[src/rtl/neuron_pkg.sv]
// Shared state encoding, Q-format defaults and the output saturation helper
// for the time-multiplexed neuron.
package neuron_pkg;

   localparam int unsigned DATA_W_DEF = 32;
   localparam int unsigned FRAC_W_DEF = 16;

   // Widest accumulator and result the saturation helper can handle.
   localparam int unsigned SAT_ACC_W = 160;
   localparam int unsigned SAT_Y_W   = 64;
   localparam int unsigned SAT_RES_W = SAT_Y_W + 1;

   typedef enum logic [1:0] {
      IDLE,
      MAC,
      OUT
   } state_t;

   // Drop the fraction (floor), clamp to data_w bits; {sat, y} in the low data_w+1 bits.
   function automatic logic [SAT_RES_W-1:0] sat_trunc(
      input logic signed [SAT_ACC_W-1:0] acc,
      input int unsigned                 data_w,
      input int unsigned                 frac_w
   );
      logic signed [SAT_ACC_W-1:0] one;
      logic signed [SAT_ACC_W-1:0] r;
      logic signed [SAT_ACC_W-1:0] hi;
      logic signed [SAT_ACC_W-1:0] lo;
      logic signed [SAT_ACC_W-1:0] sel;
      logic [SAT_RES_W-1:0]        mask;
      logic [SAT_RES_W-1:0]        res;
      logic                        clip;
      one  = SAT_ACC_W'(1);
      r    = acc >>> frac_w;
      hi   = (one <<< (data_w - 1)) - one;
      lo   = -hi - one;
      clip = (r > hi) || (r < lo);
      sel  = (r > hi) ? hi : ((r < lo) ? lo : r);
      mask = (SAT_RES_W'(1) << data_w) - SAT_RES_W'(1);
      res  = SAT_RES_W'(sel) & mask;
      if (clip) begin
         res = res | (SAT_RES_W'(1) << data_w);
      end
      return res;
   endfunction

endpackage

[src/rtl/neuron_weight_rf.sv]
// Runtime-loadable weight register file: one write port, one async read port,
// cleared by reset.
module neuron_weight_rf #(
   parameter int unsigned N_INPUTS = 8,
   parameter int unsigned DATA_W   = 32,
   parameter int unsigned ADDR_W   = 3
) (
   input  logic              clk,
   input  logic              rst_n,
   input  logic              wr_en,
   input  logic [ADDR_W-1:0] wr_addr,
   input  logic [DATA_W-1:0] wr_data,
   input  logic [ADDR_W-1:0] rd_addr,
   output logic [DATA_W-1:0] rd_data_c
);

   logic [DATA_W-1:0] mem [N_INPUTS];

   // Addresses past N_INPUTS-1 (non-power-of-2 sizes) are dropped.
   always_ff @(posedge clk or negedge rst_n) begin
      if (!rst_n) begin
         for (int i = 0; i < int'(N_INPUTS); i++) begin
            mem[i] <= '0;
         end
      end else if (wr_en && (32'(wr_addr) < N_INPUTS)) begin
         mem[wr_addr] <= wr_data;
      end
   end

   assign rd_data_c = mem[rd_addr];

endmodule

[src/rtl/neuron_mac_seq.sv]
// Time-multiplexed neuron: y = sat(sum x_i*w_i + b) using one MAC, one product
// per cycle, with valid/ready on both sides.
module neuron_mac_seq
   import neuron_pkg::*;
#(
   parameter int unsigned N_INPUTS = 8,
   parameter int unsigned DATA_W   = DATA_W_DEF,
   parameter int unsigned FRAC_W   = FRAC_W_DEF,
   localparam int unsigned ADDR_W  = (N_INPUTS > 1) ? $clog2(N_INPUTS) : 1
) (
   input  logic                         clk,
   input  logic                         rst_n,
   input  logic                         in_valid,
   output logic                         in_ready,
   input  logic [N_INPUTS*DATA_W-1:0]   x_flat,
   input  logic [DATA_W-1:0]            bias,
   input  logic                         w_wr_en,
   input  logic [ADDR_W-1:0]            w_wr_addr,
   input  logic [DATA_W-1:0]            w_wr_data,
   output logic                         out_valid,
   input  logic                         out_ready,
   output logic [DATA_W-1:0]            y,
   output logic                         sat
);

   localparam int unsigned PROD_W = 2 * DATA_W;
   localparam int unsigned ACC_W  = 2 * DATA_W + $clog2(N_INPUTS) + 1;
   localparam int unsigned RES_W  = DATA_W + 1;

   state_t                   state;
   logic signed [DATA_W-1:0] x_q [N_INPUTS];
   logic signed [ACC_W-1:0]  acc;
   logic [ADDR_W-1:0]        idx;
   logic [DATA_W-1:0]        w_rd_c;
   logic signed [PROD_W-1:0] prod_c;
   logic [RES_W-1:0]         res_c;

   // Weights only change while idle; a write in the accept cycle lands before the first MAC.
   neuron_weight_rf #(
      .N_INPUTS(N_INPUTS),
      .DATA_W  (DATA_W),
      .ADDR_W  (ADDR_W)
   ) u_weight_rf (
      .clk      (clk),
      .rst_n    (rst_n),
      .wr_en    (w_wr_en && (state == IDLE)),
      .wr_addr  (w_wr_addr),
      .wr_data  (w_wr_data),
      .rd_addr  (idx),
      .rd_data_c(w_rd_c)
   );

   assign prod_c = PROD_W'(x_q[idx]) * PROD_W'($signed(w_rd_c));
   assign res_c  = RES_W'(sat_trunc(SAT_ACC_W'(acc), DATA_W, FRAC_W));

   // OUT spends its first cycle latching the saturated result, then holds it until taken.
   always_ff @(posedge clk or negedge rst_n) begin
      if (!rst_n) begin
         state     <= IDLE;
         in_ready  <= 1'b0;
         out_valid <= 1'b0;
         y         <= '0;
         sat       <= 1'b0;
         acc       <= '0;
         idx       <= '0;
         for (int i = 0; i < int'(N_INPUTS); i++) begin
            x_q[i] <= '0;
         end
      end else begin
         case (state)
            IDLE: begin
               in_ready <= 1'b1;
               if (in_ready && in_valid) begin
                  for (int i = 0; i < int'(N_INPUTS); i++) begin
                     x_q[i] <= x_flat[i*DATA_W +: DATA_W];
                  end
                  acc      <= ACC_W'($signed(bias)) <<< FRAC_W;
                  idx      <= '0;
                  in_ready <= 1'b0;
                  state    <= MAC;
               end
            end
            MAC: begin
               acc <= acc + ACC_W'(prod_c);
               idx <= idx + ADDR_W'(1);
               if (idx == ADDR_W'(N_INPUTS - 1)) begin
                  state <= OUT;
               end
            end
            OUT: begin
               if (!out_valid) begin
                  y         <= res_c[DATA_W-1:0];
                  sat       <= res_c[DATA_W];
                  out_valid <= 1'b1;
               end else if (out_ready) begin
                  out_valid <= 1'b0;
                  in_ready  <= 1'b1;
                  state     <= IDLE;
               end
            end
            default: state <= IDLE;
         endcase
      end
   end

endmodule

[config.mk]
export PLATFORM = sky130hd
export DESIGN_NAME = neuron_mac_seq
export DESIGN_NICKNAME = d
export VERILOG_FILES = /design/src/rtl/neuron_pkg.sv /design/src/rtl/neuron_weight_rf.sv /design/src/rtl/neuron_mac_seq.sv
export SDC_FILE = /design/constraint.sdc
export NUM_CORES = 2
export LEC_CHECK = 0
export BUFFER_PORTS_ARGS = -buffer_cell sky130_fd_sc_hd__clkbuf_2
export CAP_MARGIN = 10
export CORE_UTILIZATION = 55
export CTS_BUF_LIST = sky130_fd_sc_hd__clkbuf_8
export CTS_CLUSTER_SIZE = 12
export DETAILED_ROUTE_END_ITERATION = 6
export PLACE_DENSITY = 0.73
export RECOVER_POWER = 25
export SLEW_MARGIN = 20
export SYNTH_ARGS = -nofsm -noshare
export SYNTH_HDL_FRONTEND = slang
export SYNTH_SLANG_ARGS = --single-unit
[constraint.sdc]
create_clock -name clk -period 17.7 [get_ports clk]
set_clock_uncertainty 0.15 [all_clocks]
set_input_delay 2.655 -clock clk [delete_from_list [all_inputs] [get_ports clk]]
set_output_delay 2.655 -clock clk [all_outputs]
set_load 0.01 [all_outputs]
Yosys cells after proc, flatten, opt, wreduce, memory -nomap -nowiden
Index checks and enable logic that the tools add are counted.
{"block": "totals", "regBits": 620, "in_bits": 328, "out_inout_bits": 35, "word_cells": 80}
{"block": "op_classes", "n_addsub": 2, "multipliers": 1, "order_cmp": 5, "n_eq_ne": 7, "mux": 27, "n_bitwise": 3, "n_reduce_logical": 12}
{"operator": "$bwmux W256", "count": 1}
{"operator": "$mux W32", "count": 7}
{"operator": "$bmux W32 S3", "count": 2}
{"operator": "$pmux W68 S2", "count": 1}
{"operator": "$demux W32 S3", "count": 1}
{"operator": "$add A68 B64 Y68", "count": 1}
{"operator": "$mux W68", "count": 1}
{"operator": "$mul A32 B32 Y64", "count": 1}
{"operator": "$gt A52 B32 Y1 const B", "count": 1}
{"operator": "$lt A52 B32 Y1 const B", "count": 1}
{"operator": "$mux W33", "count": 1}
{"operator": "$ge A4 B4 Y1 const B", "count": 2}
{"operator": "$mux W2", "count": 4}
{"operator": "$not A3 Y4", "count": 2}
{"operator": "$ne A2 B2 Y1 const B", "count": 3}
{"operator": "$pmux W2 S3", "count": 1}
{"operator": "$pmux W3 S2", "count": 1}
{"operator": "$reduce_and A2 Y1", "count": 3}
{"operator": "$mux W1", "count": 5}
{"operator": "$lt A4 B1 Y1 const B", "count": 1}
{"operator": "$reduce_and A4 Y1", "count": 1}
{"operator": "$reduce_bool A2 Y1", "count": 2}
{"operator": "$add A3 B1 Y3 const B", "count": 1}
{"operator": "$eq A3 B3 Y1 const B", "count": 1}
{"operator": "other kinds (10)", "count": 12}

Depth between registers and ports, before layout
{"block": "depth", "ltp_word": 7, "mapped_depth": 36, "depth_no_buf": 31}

Modules after synthesis
Synthesis repeated with hierarchy kept, for this count alone.
{"block": "unflattened", "cells_unflattened": 6203, "area_unflattened_um2": 68644.6}
{"mod": "neuron_mac_seq", "instances": 1, "cells_per_inst": 5538, "area_per_inst_um2": 57004.7, "seq_area_each_um2": 9108.7}
{"mod": "neuron_weight_rf", "instances": 1, "cells_per_inst": 665, "area_per_inst_um2": 11639.9, "seq_area_each_um2": 6406.1}

Worst setup path after synthesis
No wires, ideal clock.
{"block": "synth_timing", "path_kind": "register -> register", "start": "register idx[0]", "end": "register acc[67]", "setup_time_ns": 0.140, "arrival_ns": 10.331, "t_required_ns": 17.410, "slack_ns": 7.078, "path_stages_with_launch": 36, "path_buffers": 5, "synth_period_minus_slack_ns": 10.622, "cell_sequence": "dfrtp_1 -> clkbuf_1 -> clkbuf_1 -> buf_2 -> mux4_2 -> mux2_2 -> clkbuf_1 -> nand2_1 -> inv_1 -> fa_1 -> inv_1 -> fa_1 -> inv_1 -> fa_1 -> inv_1 -> fa_1 -> inv_1 -> fa_1 -> fa_1 -> fa_1 -> inv_1 -> fa_1 -> inv_1 -> ha_1 -> clkbuf_2 -> nand2_1 -> o21ai_1 -> a31oi_1 -> o21ai_0 -> a2111o_1 -> a31oi_4 -> o311a_1 -> a221oi_4 -> a21oi_2 -> o2111ai_1 -> o211ai_1"}
{"block": "synth_between", "elab_chain_cells": 7, "word_cells_on_any_way": 10, "cone_classes": "add/sub: 1; mul: 1; mux: 7; bitwise: 1"}
{"item": "from (decl)", "line": "neuron_mac_seq.sv:33", "text": "logic [ADDR_W-1:0] idx;"}
{"item": "from (signal assigned)", "line": "neuron_mac_seq.sv:85", "text": "idx <= idx + ADDR_W'(1);"}
{"item": "$not A3 Y4 (not written as such) *", "line": "neuron_weight_rf.sv:30, neuron_mac_seq.sv:53"}
{"item": "$bmux W32 S3 (on tied branches)", "line": "neuron_mac_seq.sv:53, neuron_weight_rf.sv:30"}
{"item": "$mux W32 (on tied branches) (2 in a row)", "line": "neuron_mac_seq.sv:53, neuron_weight_rf.sv:30"}
{"item": "$mul A32 B32 Y64 *", "line": "neuron_mac_seq.sv:53", "text": "assign prod_c = PROD_W'(x_q[idx]) * PROD_W'($signed(w_rd_c));"}
{"item": "$add A68 B64 Y68 *", "line": "neuron_mac_seq.sv:84", "text": "acc <= acc + ACC_W'(prod_c);"}
{"item": "$pmux W68 S2 *", "line": "neuron_mac_seq.sv:70", "text": "case (state)"}
{"item": "to (signal assigned)", "line": "neuron_mac_seq.sv:77", "text": "acc <= ACC_W'($signed(bias)) <<< FRAC_W;"}
{"item": "to (signal assigned)", "line": "neuron_mac_seq.sv:84"}
{"item": "to (decl)", "line": "neuron_mac_seq.sv:32", "text": "logic signed [ACC_W-1:0] acc;"}
Every way passes the cells marked *; elsewhere a longest branch is shown, timed or not. The select of a mux whose other input is x is not followed.
A chain may end at the register's enable or synchronous reset.

Worst setup path after layout
{"block": "layout_timing", "start": "register idx[0]", "end": "register acc[47]"}
Same word-level chain as after synthesis.

==> run metrics <==
hold_buf cts=0; first-pass GRT wire length=between 300000 and 400000 um; worst min path class=reg -> reg; Final Max Tran Viols=420; async set or reset register ratio after synthesis=100.0%; Antenna Nets Post-Route=0; WL final=204500 um; Worst Path Max Fanout=82; Critical-path top delay cell=clkbuf_1; required time worst endpoint=approximately 18000 ps; worst-margin pin slew=5349 ps; Most used DFF post-synth=dfrtp_1; synthesis-stage register bit count=between 600 and 700; multi-input combinational cell area=between 40000 and 50000 sq um; full die area=roughly 120000 sq um; RSZ-0062 raised after global routing=no; CP dominant cell by count=fa_1; Final nets=approximately 9000; CP Capture Type=register; maxcap violations=10; Synth-to-Final Area Change=8.644%; Yosys top cell area share=between 30% and 40%; Core Area=122000 sq um; Fmax=between 70 and 80 MHz; worst setup path class=reg -> reg; synth top area cells=fa_1 (37%), dfrtp_1 (23%), nand2_1 (7.9%); cts repair resizes=0; H-tree depth=3; fillers=~10000; Post-synth EDFFs=0; layout cell share with drive strength beyond 1=around 16%; via/cell ratio=5.705; sequential area share after synthesis=between 20% and 30%; Reg clk slew, reported paths=approximately 60 ps; RD Place Congestion=approximately 1.0; drt first pass iters=6; Vias=around 50000; total negative setup slack=0 ps; worst relative slew slack=-256.6%; vias in the first global route=~55000; pin count of the biggest net entering global routing=~160; setup violators final=0; final hold viol count=0; TritonCTS buffer count=between 100 and 150; clock sink total=620; syn_nets=~8600; CP max stage delay=about 2400 ps; post-synthesis cell count=a little under 7000; post-synth cell types=59; Data arrival, critical path=about 15000 ps; maximum root-to-sink buffer count=3; clk_lat worst skew=between 800 and 900 ps; Rows=about 130; DR DRC count=0; Syn Area/Cell=9.950 sq um; register area=around 16000 sq um; Congestion Overflow GR=0; Yosys warning count=0; fin crit period=14060 ps; antenna violations before repair=22; Initial Util=between 50% and 60%; run status=finished with violations; IO Count=between 300 and 400; post-CTS setup buffer count=0; Placed Instances=between 8000 and 9000; DIE WIDTH=~350 um; top-count cell post-synth=nand2_1; DIE HEIGHT=352.9 um; cell taking the most area after synthesis=fa_1; Period Utilization, post-route=79.43%; CP Launch Type=register; number of DRC markers in iteration 0=around 4600; CTS Root Cell=clkbuf_8; synthesized area=slightly below 70000 sq um; total track usage=34.02%; HPWL after detailed placement=roughly 160000 um; post-route insts no fill=between 8000 and 9000; DR WL/cell=around 23 um; commonest cells in the netlist=nand2_1 (1422), inv_1 (1316), fa_1 (1252); I/O Buffers=362; CTS tree=built; failing checks=capacitance limit, slew limit
[cell families after synthesis]
group | share of synthesized area, %
AO/OA/AOI/OAI | 3.109
buffers and inverters | 9.147
adder cells (fa/ha/maj) | 41.21
flip-flops | 22.90
multiplexers | 10.19
XOR/XNOR | 0.8921
AND/OR/NAND/NOR | 12.55
[area by class of cell]
class / count / area share, %
Antenna cell: 16 / 0.05440
Multi-Input combinational cell: 4542 / 62.95
Timing Repair Buffer: 460 / 3.441
Clock buffer: 131 / 2.450
Tap cell: 1625 / 2.763
Clock inverter: 55 / 0.5321
Inverter: 1316 / 6.714
Sequential cell: 620 / 21.09
[through the flow]
stage	hold slack (ps)	util [%]	instance area, sq um	worst slack, ps
after floorplan	290.3	-	67740	7078
after global placement	302.1	58.50	71400	6136
after detailed placement	307.7	58.51	71400	5977
after CTS	323.2	60.31	73600	6075
after global routing	337.8	60.29	73580	2949
final	319.9	60.30	73590	3641
[cell usage in the layout (no fill, tap or decap), types with 14 or more instances in the layout]
cell type,instances
a21o_1,31
a21oi_1,125
a31oi_1,44
and2_1,27
buf_4,87
clkbuf_1,14
clkbuf_2,357
clkbuf_8,131
clkinv_2,15
dfrtp_1,618
diode_2,16
fa_1,1252
ha_1,228
inv_1,1344
mux2_2,307
mux2i_1,25
mux2i_2,16
mux2i_4,15
mux4_2,128
nand2_1,1421
nand2b_1,28
nand3_1,23
nand4_1,18
nor2_1,563
nor2b_1,14
o21ai_0,78
or2_2,18
xnor2_1,49
xor2_1,20
[worst max-delay path: cells and delay by family (launching register included)]
kind / cells / cell delay (ps)
xor+xnor: 1 / 200
mux: 2 / 850
simple gates: 4 / 730
buf+inv: 9 / 3710
flops: 1 / 1020
compound gates: 6 / 2750
fa+ha+maj: 9 / 4370
[flip-flops by register name, summed over array words and instances (netlist names)]
| signal | cells |
|---|---|
| acc | 68 |
| out_valid | 1 |
| sat | 1 |
| y | 32 |
| in_ready | 1 |
| x_q | 256 |
| state | 2 |
| idx | 3 |
| u_weight_rf.mem | 256 |
[routing by layer]
| metal | share of wire (%) | GRT usage, % |
|---|---|---|
| met2 | 46 | 53.43 |
| met1 | 37 | 42.21 |
| met4 | 7.1 | 20.97 |
| met3 | 10 | 9.080 |
| met5 | 0.066 | 0 |
[path summary, 6_finish.rpt]
check                              start       end  slack (ps)  depth (start not counted)
worst max-delay path              idx[0]   acc[47]        3640                         31
worst min-delay path            x_q[172]  x_q[172]         320                          2
worst max register to register    idx[0]   acc[47]        3640                         31
worst min register to register  x_q[172]  x_q[172]         320                          2
max in group asynchronous          rst_n  x_q[222]        8250                          5
min in group asynchronous          rst_n  x_q[235]        3560                          1
Power is left out: the tool's default activity adds up to more than one toggle a clock period on the data nets, which glitch-free logic cannot reach.
